File: config.mk
export PLATFORM = sky130hd
export DESIGN_NAME = seven_seg_scan_driver
export DESIGN_NICKNAME = d
export VERILOG_FILES = /design/src/rtl/seg7_pkg.sv /design/src/rtl/bcd_to_seg7.sv /design/src/rtl/seven_seg_scan_driver.sv
export SDC_FILE = /design/constraint.sdc
export NUM_CORES = 1
export LEC_CHECK = 0
export CAP_MARGIN = 25
export CORE_ASPECT_RATIO = 1.2
export CORE_UTILIZATION = 47
export CTS_BUF_LIST = sky130_fd_sc_hd__clkbuf_8
export DETAILED_ROUTE_END_ITERATION = 16
export GPL_ROUTABILITY_DRIVEN = 0
export PLACE_DENSITY = 0.79
export SYNTH_ARGS = -nofsm -noshare
export SYNTH_HDL_FRONTEND = slang
export SYNTH_HIERARCHICAL = 1
export SYNTH_SLANG_ARGS = --single-unit
File: constraint.sdc
create_clock -name clk -period 2.3 [get_ports clk]
set_input_delay 0.46 -clock clk [delete_from_list [all_inputs] [get_ports clk]]
set_output_delay 0.46 -clock clk [all_outputs]
set_load 0.05 [all_outputs]
File: src/rtl/seg7_pkg.sv
// Shared types, segment patterns and anode helpers for the seven-segment scan driver.
package seg7_pkg;

    typedef enum logic [1:0] {
        D0 = 2'd0,
        D1 = 2'd1,
        D2 = 2'd2,
        D3 = 2'd3
    } digit_idx_t;

    typedef logic [3:0] bcd_t;

    // Active-low segments, bit 6 = a ... bit 0 = g
    localparam logic [6:0] SEG_0    = 7'b0000001;
    localparam logic [6:0] SEG_1    = 7'b1001111;
    localparam logic [6:0] SEG_2    = 7'b0010010;
    localparam logic [6:0] SEG_3    = 7'b0000110;
    localparam logic [6:0] SEG_4    = 7'b1001100;
    localparam logic [6:0] SEG_5    = 7'b0100100;
    localparam logic [6:0] SEG_6    = 7'b0100000;
    localparam logic [6:0] SEG_7    = 7'b0001111;
    localparam logic [6:0] SEG_8    = 7'b0000000;
    localparam logic [6:0] SEG_9    = 7'b0000100;
    localparam logic [6:0] SEG_DASH = 7'b1111110;
    localparam logic [6:0] SEG_OFF  = 7'b1111111;

    localparam logic [3:0] ANODE_OFF = 4'b1111;

    function automatic logic [3:0] anode_for(input digit_idx_t idx);
        logic [3:0] an;
        an = ANODE_OFF;
        case (idx)
            D0: an = 4'b1110;
            D1: an = 4'b1101;
            D2: an = 4'b1011;
            D3: an = 4'b0111;
            default: an = ANODE_OFF;
        endcase
        return an;
    endfunction

endpackage

File: src/rtl/bcd_to_seg7.sv
// Combinational BCD to active-low seven-segment decoder; invalid codes show a dash.
module bcd_to_seg7
    import seg7_pkg::*;
(
    input  bcd_t       bcd_i,
    output logic [6:0] seg_o
);

    always_comb begin
        seg_o = SEG_DASH;
        case (bcd_i)
            4'd0: seg_o = SEG_0;
            4'd1: seg_o = SEG_1;
            4'd2: seg_o = SEG_2;
            4'd3: seg_o = SEG_3;
            4'd4: seg_o = SEG_4;
            4'd5: seg_o = SEG_5;
            4'd6: seg_o = SEG_6;
            4'd7: seg_o = SEG_7;
            4'd8: seg_o = SEG_8;
            4'd9: seg_o = SEG_9;
            default: seg_o = SEG_DASH;
        endcase
    end

endmodule

File: src/rtl/seven_seg_scan_driver.sv
// Four-digit common-anode scan driver with per-frame digit snapshot.
// Optional leading-zero blanking is enabled by defining LEADING_ZERO_BLANK_EN.
module seven_seg_scan_driver
    import seg7_pkg::*;
#(
    parameter int TICK_DIV = 100_000
) (
    input  logic        clk,
    input  logic        reset,
    input  logic [15:0] HEX_display_digits,
    input  logic        display_en,
    output logic [3:0]  anode_bits,
    output logic [6:0]  seven_segments_LED_output,
    output logic [3:0]  LED_binary_coded_decimal,
    output logic        frame_tick
);

    localparam int CNT_W = $clog2(TICK_DIV);

    logic [CNT_W-1:0] presc_q, presc_d;
    digit_idx_t       idx_q, idx_d;
    logic [15:0]      snap_q, snap_d;
    logic [3:0]       anode_q, anode_d;
    logic [6:0]       seg_q, seg_d;
    bcd_t             bcd_q, bcd_d;
    logic             frame_tick_q, frame_tick_d;

    logic             slot_tick;
    bcd_t             sel_bcd;
    logic [6:0]       sel_seg;
    logic             blank;

    bcd_to_seg7 u_dec (
        .bcd_i (sel_bcd),
        .seg_o (sel_seg)
    );

    always_ff @(posedge clk or posedge reset) begin
        if (reset) begin
            presc_q      <= '0;
            idx_q        <= D0;
            snap_q       <= '0;
            anode_q      <= ANODE_OFF;
            seg_q        <= SEG_OFF;
            bcd_q        <= '0;
            frame_tick_q <= 1'b0;
        end else begin
            presc_q      <= presc_d;
            idx_q        <= idx_d;
            snap_q       <= snap_d;
            anode_q      <= anode_d;
            seg_q        <= seg_d;
            bcd_q        <= bcd_d;
            frame_tick_q <= frame_tick_d;
        end
    end

    always_comb begin
        slot_tick = (presc_q == CNT_W'(TICK_DIV - 1));
        presc_d   = slot_tick ? '0 : presc_q + CNT_W'(1);

        idx_d = idx_q;
        if (slot_tick) begin
            case (idx_q)
                D0: idx_d = D1;
                D1: idx_d = D2;
                D2: idx_d = D3;
                D3: idx_d = D0;
                default: idx_d = D0;
            endcase
        end

        // Snapshot only at the frame boundary so a mid-frame carry cannot tear the display.
        snap_d       = snap_q;
        frame_tick_d = 1'b0;
        if (slot_tick && idx_q == D3) begin
            snap_d       = HEX_display_digits;
            frame_tick_d = 1'b1;
        end
    end

    always_comb begin
        sel_bcd = '0;
        case (idx_q)
            D0: sel_bcd = snap_q[3:0];
            D1: sel_bcd = snap_q[7:4];
            D2: sel_bcd = snap_q[11:8];
            D3: sel_bcd = snap_q[15:12];
            default: sel_bcd = '0;
        endcase

`ifdef LEADING_ZERO_BLANK_EN
        blank = ((idx_q == D3) && (snap_q[15:12] == 4'd0)) ||
                ((idx_q == D2) && (snap_q[15:8]  == 8'd0)) ||
                ((idx_q == D1) && (snap_q[15:4]  == 12'd0));
`else
        blank = 1'b0;
`endif

        anode_d = display_en ? anode_for(idx_q) : ANODE_OFF;
        seg_d   = sel_seg;
        bcd_d   = sel_bcd;
        if (blank) begin
            anode_d = ANODE_OFF;
            seg_d   = SEG_OFF;
        end
    end

    assign anode_bits                = anode_q;
    assign seven_segments_LED_output = seg_q;
    assign LED_binary_coded_decimal  = bcd_q;
    assign frame_tick                = frame_tick_q;

endmodule
==> metrics.md <==
| Metric | Value |
|---|---|
| Antenna violations before repair | 0 |
| Max_slew headroom | 51.98% |
| Standard cell with the maximum stage delay on the critical path | sky130_fd_sc_hd__a222oi_1 |
| Post-synthesis cell count | 191 |
| Avg WL per Cell | 14.21 um |
| Worst slew pin tran | 0.7003 ns |
| Total power consumption of the routed design | 1626 uW |
| Drt first-iter violations | 162 |
| Total of warnings raised by yosys | 6 |
| Site Rows | 27 |
| Summed negative setup slack over all endpoints | 0 ns |
| Total clock buffers created by CTS | 5 |
| Vias per cell | 5.201 |
| Largest net degree at the start of global routing | 33 |
| # IOs | 35 |
| Proportion of netlist area held by the largest area contributor | 43.10% |
| Most used DFF post-synth | sky130_fd_sc_hd__dfrtp_1 |
| Number of setup violations in the final report | 0 |
| Number of enable-type register cells in the synthesized netlist | 0 |
| # hold bufs at CTS | 0 |
| Mapped Area | 2322 um^2 |
| Drt total wl | 4093 um |
| Full die area | 5227 um^2 |
| Length in cells of the worst reg-to-reg path | 8 |
| Area of the core | 4662 um^2 |
| Required time reported for the critical path endpoint | 2.52 ns |
| Count of inserted antenna diode cells | 0 |
| Growth of design area from synthesis to finish | 23.65% |
| Total routing usage reported by global routing | 18.05% |
| Static Leakage | 0.001293 uW |
| Class of the most critical setup path | reg -> reg |
| FMAX | 0.4689 GHz |
| Crit. End Element | register |
| Crit path buf inv count | 2 |
| Combinational group share of total power | 4.6% |
| Half-perimeter wire length after placement | 2907 um |
| Total internal power | 1306 uW |
| Post-route worst hold slack | 0.4702 ns |
| Cell family with the largest share of critical-path delay | compound AO/OA/AOI/OAI gates |
| Via count of the first global-routing pass | 1540 |
| Switching component of the power | 319.4 uW |
| Critical Path Fanout Max | 8 |
| Number of hold violations in the final report | 0 |
| CTS tree | yes |
| Minimum setup slack among reg-to-reg paths | 0.17 ns |
| Part of the total power dissipated in the clock network | 39.0% |
| Outcome | finished clean |
| Cell type contributing the most total cell area after synthesis | sky130_fd_sc_hd__dfrtp_1 |
| H-tree levels | 2 |
| Synth cell count leaders | 40 x sky130_fd_sc_hd__dfrtp_1, 15 x sky130_fd_sc_hd__nor2_1, 13 x sky130_fd_sc_hd__inv_1, 12 x sky130_fd_sc_hd__xnor2_1, 11 x sky130_fd_sc_hd__dfstp_2 |
| Count of buffers inserted at the top-level ports | 34 |
| Chip Width | 66.17 um |
| Count of state elements after synthesis | 51 |
| Wire length of the first global-routing pass | 7079 um |
| Sequential share of power | 56.4% |
| Power per cell area | 566.1 nW/um^2 |
| Via count | 1498 |
| Max-cap check violation count | 0 |
| Buffer cell driving the clock tree root | sky130_fd_sc_hd__clkbuf_8 |
| Path category of the worst min-delay check | in -> async |
| Number of pins with negative max-slew slack in the final report | 0 |
| Number of cells after detailed placement | 280 |
| Final #Nets | 258 |
| DRT antenna net count | 0 |
| Share of final-layout standard cells stronger than drive strength 1 | 19.57% |
| Longest Clk Path Bufs | 2 |
| Number of cells on the critical path | 8 |
| Crit path cell chain | inv_1, ha_1, a222oi_1, mux2i_4, inv_1, ha_1, mux2i_1, a22oi_1 |
| Share of flip-flops with an asynchronous set or reset | 100.0% |
| Count of fill cells added during filler insertion | 377 |
| Overflow after GRT | 0 |
| Netlist cell types | 40 |
| Per-instance average area after synthesis | 12.16 um^2 |
| DIE HEIGHT | 79 um |
| Final standard cell utilization of the core | 61.59% |
| Worst setup path start | idx_q[0]$_DFFE_PP0N_ |
| End of the critical path | seven_segments_LED_output[3]$_DFF_PP1_ |
| Clk slew on worst S/H paths | 0.09 ns |
| Worst reg2reg path endpoint | seven_segments_LED_output[3]$_DFF_PP1_ |
| Source-to-sink clock delay at the later pin of the worst-skew pair | 0.30 ns |
| Share of the cycle needed by the critical path after routing | 92.72% |
| Initial standard-cell utilization of the core | 49.81% |
| Sequential cell area fraction in the yosys report | 55.55% |
| Top post-synthesis cells by area | sky130_fd_sc_hd__dfrtp_1 43%, sky130_fd_sc_hd__dfstp_2 12%, sky130_fd_sc_hd__mux2_4 6.5% |
| Final Critical Period | 2.132 ns |
| Critical Path Source Type | register |
| Worst vdd rail ir drop | 279.6 uV |
| Number of clock sinks | 51 |
| Worst setup skew after layout | 0.01044 ns |
| RSZ-0062 raised after global routing | no |
| Worst reg2reg path startpoint | idx_q[0]$_DFFE_PP0N_ |
| Share of total power consumed by net switching | 19.65% |
| Top-count cell post-synth | sky130_fd_sc_hd__dfrtp_1 |
| Synth Net Count | 220 |
| Endpoint arrival time on the critical path | 2.36 ns |
| Final routed DRC violation total | 0 |
| CP peak stage delay | 0.53 ns |
| Length of the first detailed-routing pass in iterations | 4 |
| Non-filler cells, final | 288 |
## metal layers
metal	GRT usage, %	vias to the layer above	part of all wire, %
li1	-	726	-
met1	23.54	729	44
met2	28.98	37	51
met3	4.454	6	3.3
met4	6.383	0	1.4
met5	0	-	0
## power by group through the flow
| stage | combinational (uW) | sequential [uW] | clock, uW |
|---|---|---|---|
| global route | 83.1 | 918 | 684 |
| global placement | 75.3 | 933 | 0 |
| finish | 75.0 | 917 | 634 |
| floorplan | 28.0 | 934 | 0 |
| detailed placement | 76.5 | 933 | 0 |
| CTS | 76.8 | 917 | 645 |
## worst min path at each step
stage	start	endpoint	slack [ns]	cells past startpoint
global placement	presc_q[0]$_DFF_PP0_	presc_q[0]$_DFF_PP0_	0.48	1
detailed placement	presc_q[0]$_DFF_PP0_	presc_q[0]$_DFF_PP0_	0.48	1
floorplan	presc_q[0]$_DFF_PP0_	presc_q[0]$_DFF_PP0_	0.45	1
finish	reset	LED_binary_coded_decimal[2]$_DFF_PP0_	0.47	2
global route	reset	LED_binary_coded_decimal[3]$_DFF_PP0_	0.51	2
CTS	reset	LED_binary_coded_decimal[2]$_DFF_PP0_	0.48	2
## placed cells by master (no fill, tap or decap), drive strengths merged, types with 2 or more instances in the layout
cell type	n
clkbuf	6
mux2i	5
dfstp	11
nor3	3
inv	13
ha	10
nand4	5
a21oi	2
mux2	12
a22oi	2
o21ai	8
a222oi	4
buf	3
and2b	2
nand2	11
nor4	4
xor2	3
nor2	15
nand3	9
xnor2	12
dfrtp	40
nor2b	2
clkdlybuf4s50	34
## state kept, by name (all words and copies together), names as in the netlist
register and flops:
presc_q 17, snap_q 16, seven_segments_LED_output 7, LED_binary_coded_decimal 4, anode_bits 4, idx_q 2
frame_tick 1
## stage by stage
step | instance area (um^2) | worst slack, ns
final | 2872 | 0.1675
after global routing | 2872 | 0.01522
after CTS | 2853 | 0.06138
after detailed placement | 2731 | 0.01093
after global placement | 2731 | 0.1109
after floorplan | 2322 | 0.1773
## repair_timing
action	in CTS	in global routing
buffers inserted	0	0
endpoints found under the setup margin	1	4
endpoints found under the hold margin	0	0
cloned	0	0
gates resized for setup	1	4
## cell type report
type / instances / area (um^2) / share of cell area [%]
Multi-Input combinational cell: 121 / 967.2 / 33.68
Tap cell: 58 / 72.57 / 2.527
Clock inverter: 2 / 35.03 / 1.220
Timing Repair Buffer: 37 / 375.4 / 13.07
Sequential cell: 51 / 1290 / 44.92
Clock buffer: 6 / 82.58 / 2.876
Inverter: 13 / 48.80 / 1.699
## logic make-up (layout without fill, tap and decap cells)
kind of cell	Yosys count	count (layout)	synth area share, %
simple gates	60	60	14.60
buf+inv	19	58	3.771
flops	51	51	55.55
fa+ha+maj	10	10	5.388
xor+xnor	15	15	5.657
mux	17	17	9.590
compound gates	19	19	5.442
(Power assumes the default switching activity.)
